==> config.mk <==
export PLATFORM = sky130hd
export DESIGN_NAME = mul_div_unit_flat
export DESIGN_NICKNAME = d
export VERILOG_FILES = /design/src/rtl/mul_div_unit_if.sv /design/src/rtl/mul_div_unit.sv /design/src/flat_wrapper.sv
export SDC_FILE = /design/constraint.sdc
export NUM_CORES = 1
export LEC_CHECK = 0
export CELL_PAD_IN_SITES_DETAIL_PLACEMENT = 1
export CELL_PAD_IN_SITES_GLOBAL_PLACEMENT = 1
export CORE_ASPECT_RATIO = 1.4
export CORE_MARGIN = 8
export CORE_UTILIZATION = 35
export DETAILED_ROUTE_END_ITERATION = 8
export PLACE_DENSITY_LB_ADDON = 0.25
export SLEW_MARGIN = 20
export SYNTH_ARGS = -nofsm -noshare
export SYNTH_HDL_FRONTEND = slang
export SYNTH_SLANG_ARGS = --single-unit
==> constraint.sdc <==
create_clock -name clk -period 4.1 [get_ports clk]
set_input_delay 0.41 -clock clk [delete_from_list [all_inputs] [get_ports clk]]
set_output_delay 0.41 -clock clk [all_outputs]
set_load 0.01 [all_outputs]
==> src/rtl/mul_div_unit_if.sv <==
// Operation/register port bundle for the iterative multiply/divide unit.
// The master side issues operations and HI/LO writes, the slave side is the unit.
interface mul_div_unit_if;
  logic        start;
  logic [1:0]  MD_Control;
  logic [31:0] A_input;
  logic [31:0] B_input;
  logic        HI_write;
  logic        LO_write;
  logic [31:0] WriteData;
  logic        busy;
  logic        done;
  logic [31:0] HI;
  logic [31:0] LO;

  modport master (
    output start, MD_Control, A_input, B_input, HI_write, LO_write, WriteData,
    input  busy, done, HI, LO
  );

  modport slave (
    input  start, MD_Control, A_input, B_input, HI_write, LO_write, WriteData,
    output busy, done, HI, LO
  );
endinterface

==> src/rtl/mul_div_unit.sv <==
// Iterative 32-bit MULT/MULTU/DIV/DIVU unit owning the architectural HI/LO pair.
// Operands are converted to magnitudes at start, 32 one-bit iterations run,
// and a single fix-up cycle applies the signs and writes HI/LO.
module mul_div_unit (
  input logic           clk,
  input logic           reset,
  mul_div_unit_if.slave bus
);

  typedef enum logic [1:0] {IDLE, CALC, FIX} state_t;

  state_t      state, state_next;
  logic        busy;
  logic        start_ok;
  logic        op_div;
  logic [31:0] a_raw;
  logic [31:0] a_mag;
  logic [31:0] b_mag;
  logic        neg_q;
  logic        neg_r;
  logic [4:0]  count;
  logic [63:0] acc;
  logic [31:0] rem;
  logic [31:0] hi_q;
  logic [31:0] lo_q;
  logic        done_q;

  logic        sign_in;
  logic [31:0] a_abs_in;
  logic [31:0] b_abs_in;
  logic [32:0] mul_sum;
  logic [32:0] div_shift;
  logic [32:0] div_diff;
  logic [63:0] prod_fixed;
  logic [31:0] quo_fixed;
  logic [31:0] rem_fixed;

  // State register
  always_ff @(posedge clk) begin
    if (reset) state <= IDLE;
    else       state <= state_next;
  end

  // Next-state logic; busy covers both CALC and FIX
  always_comb begin
    state_next = state;
    busy       = 1'b0;
    start_ok   = 1'b0;
    case (state)
      IDLE: begin
        if (bus.start) begin
          start_ok   = 1'b1;
          state_next = CALC;
        end
      end
      CALC: begin
        busy = 1'b1;
        if (count == 5'd31) state_next = FIX;
      end
      FIX: begin
        busy       = 1'b1;
        state_next = IDLE;
      end
      default: state_next = IDLE;
    endcase
  end

  // Operand magnitudes, one iteration step of each algorithm, and sign fix-up
  always_comb begin
    sign_in    = bus.MD_Control[0];
    a_abs_in   = (sign_in && bus.A_input[31]) ? (32'd0 - bus.A_input) : bus.A_input;
    b_abs_in   = (sign_in && bus.B_input[31]) ? (32'd0 - bus.B_input) : bus.B_input;
    mul_sum    = {1'b0, acc[63:32]} + (acc[0] ? {1'b0, a_mag} : 33'd0);
    div_shift  = {rem, acc[31]};
    div_diff   = div_shift - {1'b0, b_mag};
    prod_fixed = neg_q ? (64'd0 - acc) : acc;
    quo_fixed  = neg_q ? (32'd0 - acc[31:0]) : acc[31:0];
    rem_fixed  = neg_r ? (32'd0 - rem) : rem;
  end

  // Datapath: latch magnitudes/sign flags at start, then iterate one bit per cycle
  always_ff @(posedge clk) begin
    if (reset) begin
      op_div <= 1'b0;
      a_raw  <= 32'd0;
      a_mag  <= 32'd0;
      b_mag  <= 32'd0;
      neg_q  <= 1'b0;
      neg_r  <= 1'b0;
      count  <= 5'd0;
      acc    <= 64'd0;
      rem    <= 32'd0;
    end else if (start_ok) begin
      op_div <= bus.MD_Control[1];
      a_raw  <= bus.A_input;
      a_mag  <= a_abs_in;
      b_mag  <= b_abs_in;
      neg_q  <= sign_in & (bus.A_input[31] ^ bus.B_input[31]);
      neg_r  <= sign_in & bus.A_input[31];
      count  <= 5'd0;
      rem    <= 32'd0;
      acc    <= bus.MD_Control[1] ? {32'd0, a_abs_in} : {32'd0, b_abs_in};
    end else if (state == CALC) begin
      count <= count + 5'd1;
      if (op_div) begin
        if (!div_diff[32]) begin
          rem        <= div_diff[31:0];
          acc[31:0]  <= {acc[30:0], 1'b1};
        end else begin
          rem        <= div_shift[31:0];
          acc[31:0]  <= {acc[30:0], 1'b0};
        end
      end else begin
        acc <= {mul_sum, acc[31:1]};
      end
    end
  end

  // HI/LO: MTHI/MTLO only while idle, result lands in FIX; divide-by-zero special case
  always_ff @(posedge clk) begin
    if (reset) begin
      hi_q <= 32'd0;
      lo_q <= 32'd0;
    end else if (state == FIX) begin
      if (!op_div) begin
        hi_q <= prod_fixed[63:32];
        lo_q <= prod_fixed[31:0];
      end else if (b_mag == 32'd0) begin
        hi_q <= a_raw;
        lo_q <= 32'hFFFF_FFFF;
      end else begin
        hi_q <= rem_fixed;
        lo_q <= quo_fixed;
      end
    end else if (state == IDLE) begin
      if (bus.HI_write) hi_q <= bus.WriteData;
      if (bus.LO_write) lo_q <= bus.WriteData;
    end
  end

  // One-cycle completion pulse coinciding with the first cycle of the new HI/LO
  always_ff @(posedge clk) begin
    if (reset) done_q <= 1'b0;
    else       done_q <= (state == FIX);
  end

  assign bus.busy = busy;
  assign bus.done = done_q;
  assign bus.HI   = hi_q;
  assign bus.LO   = lo_q;

endmodule

==> src/flat_wrapper.sv <==
// flat-port wrapper written by rule: the top's interface ports become plain ports
module mul_div_unit_flat 
  (clk, reset, bus_start, bus_MD_Control, bus_A_input, bus_B_input, bus_HI_write, bus_LO_write, bus_WriteData, bus_busy, bus_done, bus_HI, bus_LO);
  mul_div_unit_if bus_i ();
  input logic clk;
  input logic reset;
  input wire logic [$bits(bus_i.start)-1:0] bus_start;
  input wire logic [$bits(bus_i.MD_Control)-1:0] bus_MD_Control;
  input wire logic [$bits(bus_i.A_input)-1:0] bus_A_input;
  input wire logic [$bits(bus_i.B_input)-1:0] bus_B_input;
  input wire logic [$bits(bus_i.HI_write)-1:0] bus_HI_write;
  input wire logic [$bits(bus_i.LO_write)-1:0] bus_LO_write;
  input wire logic [$bits(bus_i.WriteData)-1:0] bus_WriteData;
  output wire logic [$bits(bus_i.busy)-1:0] bus_busy;
  output wire logic [$bits(bus_i.done)-1:0] bus_done;
  output wire logic [$bits(bus_i.HI)-1:0] bus_HI;
  output wire logic [$bits(bus_i.LO)-1:0] bus_LO;
  assign bus_i.start = bus_start;
  assign bus_i.MD_Control = bus_MD_Control;
  assign bus_i.A_input = bus_A_input;
  assign bus_i.B_input = bus_B_input;
  assign bus_i.HI_write = bus_HI_write;
  assign bus_i.LO_write = bus_LO_write;
  assign bus_i.WriteData = bus_WriteData;
  assign bus_busy = bus_i.busy;
  assign bus_done = bus_i.done;
  assign bus_HI = bus_i.HI;
  assign bus_LO = bus_i.LO;
  mul_div_unit u_core (.clk(clk), .reset(reset), .bus(bus_i));
endmodule
==> run metrics <==
status complete, no violations; skew final roughly 0.019 ns; later-pin clock latency in the skew report 0.59 ns; Yosys top cell by area dfxtp_1; layout cells sized above 1 0.0722; Vias between 15,000 and 20,000; Worst Hold Class in2reg; PortBufs about 170; asr flop ratio synth 0; static leakage about 8.6 nW; commonest non-fill, non-tap cell in the layout dfxtp_1; worst vdd ir approximately 0.28 mV; Post-DRT Antenna Nets 0; Worst EP required ~4.6 ns; most used cell, CP or4_1; TritonCTS buffer count 30; First-pass DRT Iterations 5; critical path arrival around 4.2 ns; vias per cell just under 6; EDFF count, synth 0; CTS sink count 266; Max-Cap Viols 0; #FFs+latches synth between 200 and 300; worst-margin pin slew between 1 and 1.5 ns; Die Area 60,300 sq um; DR iter-0 viols around 1,300; top_reg_cell synth dfxtp_1; DRC 0; Distinct cells, synth 80; Max Fanout on Critical Path 8; syn nets between 2,000 and 3,000; crit share post-route 0.901; Pins Over Slew Limit 0; fin crit period ~3.7 ns; CP Cell Sequence or4_4, or4_1, or4_1, or2_1, o31ai_1, xor2_1, o21ai_0, a21oi_1, nor2_1; global route overflow 0; initial antenna violation count 0; setup TNS 0 ns; number of global-route vias before repair 19,300; number of diodes 0; WL per Instance between 20 and 30 um; gp weighted congestion slightly below 1; final core utilization 0.423; post-synthesis sequential area ratio 0.289; Cells after Synth approximately 2,400; Critical-path top delay cell or4_1; standard-cell rows 99; RSZ-0062 raised after global routing no; Clock Tree Buf Depth 3; WS Path Type reg2reg; Syn-to-layout area delta 19.4%; GRT Total Usage 0.263; Achievable Freq ~270 MHz; I/O Pins roughly 170; final wirelength 82.9 mm; postcts setup bufs 0; Setup Viol. Count Final 0; Fin Hold WS between 0.2 and 0.25 ns; Initial Util 0.354; GR Util met3 0.0287; worst path bufs/invs 0; commonest cells after routing, fill and taps aside 264 x dfxtp_1, 228 x nand2_1, 221 x a21oi_1, 208 x nor2_1, 166 x clkdlybuf4s50_1; slew margin rel. 0.246; Power Density between 300 and 400 nW/um^2; Post-CTS Hold Buffers 0; post-detailed-placement half-perimeter wirelength about 66 mm; Final Hold Viols 0; met1 Use GR 0.292; die span in y 287 um; Yosys warning total 0; top post-synthesis cells by area dfxtp_1 29%, a21oi_1 6.1%, xor2_1 5.3%; TritonCTS clock tree yes; nets 2,676; post-CTS sizing 0; Root Buffer clkbuf_16; Yosys top cell area share 0.289; first-pass GRT wire length between 100 and 150 mm; crit path capture type flip-flop; Clk pin slew, worst setup/hold paths approximately 0.070 ns; startpoint types flip-flop; Syn Area/Cell just under 8 sq um; delay-heaviest family, CP simple AND/OR/NAND/NOR gates; die width ~210 um; Synth Cell Area between 15,000 and 20,000 sq um; CP max stage delay 0.61 ns; H-tree depth 1; core box area roughly 52,000 sq um; routing usage on met2 0.463; largest net degree at the start of global routing 73; global route hottest layer met2; R2R setup slack approximately 0.41 ns
-- per-stage QoR --
stage          total power (W)  instance area [sq um]  instances  worst slack (ns)
2_1_floorplan          0.00413                  18400       2387             0.863
3_3_place_gp           0.00497                  20900       3122             0.173
3_5_place_dp           0.00502                  20900       3122             0.191
4_1_cts                0.00795                  22000       3178             0.383
5_1_grt                0.00821                  22000       3178            0.0961
6_report               0.00792                  22000       3178             0.408
-- final timing paths --
path | start | endpoint | cells after the start
min | reset | u_core.acc[11] | 2
max reg2reg | u_core.acc[25] | u_core.bus.HI[9] | 9
min reg2reg | u_core.a_raw[25] | u_core.a_raw[25] | 2
max | u_core.acc[25] | u_core.bus.HI[9] | 9
-- cells by family (layout without fill, tap and decap cells) --
logic type / after synthesis / after routing / share of synthesized area
AO/OA/AOI/OAI: 776 / 776 / 0.272
buffers and inverters: 245 / 380 / 0.0513
flip-flops: 266 / 266 / 0.289
AND/OR/NAND/NOR: 731 / 731 / 0.189
adder cells (fa/ha/maj): 75 / 75 / 0.0517
XOR/XNOR: 200 / 200 / 0.0951
multiplexers: 94 / 94 / 0.0512
-- metal layers --
metal | part of all wire | vias up
met5 | 0 | -
met4 | 0.082 | 0
met3 | 0.038 | 193
met2 | 0.49 | 483
met1 | 0.39 | 9306
li1 | - | 8890
-- flip-flops by register name (all words and copies together) (netlist names) --
| signal | flops |
|---|---|
| u_core.bus.done | 1 |
| u_core.b_mag | 32 |
| u_core.a_mag | 31 |
| u_core.rem | 32 |
| u_core.a_raw | 32 |
| u_core.op_div | 1 |
| u_core.neg_q | 1 |
| u_core.bus.HI | 32 |
| u_core.bus.LO | 32 |
| u_core.count | 5 |
| u_core.state | 2 |
| u_core.acc | 64 |
| u_core.neg_r | 1 |
-- synth_stat cells, drive strengths merged (13+ instances only) --
cell type	n
dfxtp	266
nand2	230
a21oi	223
nor2	209
o21ai	167
clkbuf	147
xor2	111
a211oi	103
mux2i	92
xnor2	89
ha	73
inv	71
o31ai	48
nand3	42
and2	38
a221oi	35
nor3	35
or3	34
o211ai	33
a21o	32
or4	32
buf	26
and3	21
o41ai	21
nor4	20
nand2b	17
a22oi	16
nor2b	15
o22ai	14
or2	13
-- where the power goes --
group	switching [W]	leakage (nW)	internal, W
Clock	0.00120	0.522	0.00173
Sequential	0.000204	2.18	0.00276
Combinational	0.00126	5.89	0.000770
Total	0.00266	8.60	0.00526
-- worst register-to-register path: cells and delay by family, from the launching register on --
family / cells / cell delay (ns)
compound gates: 3 / 0.94
xor+xnor: 1 / 0.11
flops: 1 / 0.41
simple gates: 5 / 2.16
-- area by class of cell --
class                   instances  area, sq um
multi-input cells            1876        12200
well taps                     656          821
flip-flops and latches        266         5330
clock inverters                12          148
fillers                      6311        30000
clock buffers                  44          915
repair buffers                252         2320
inverters                      72          270
Note: power is estimated with default switching activity, not from simulation.
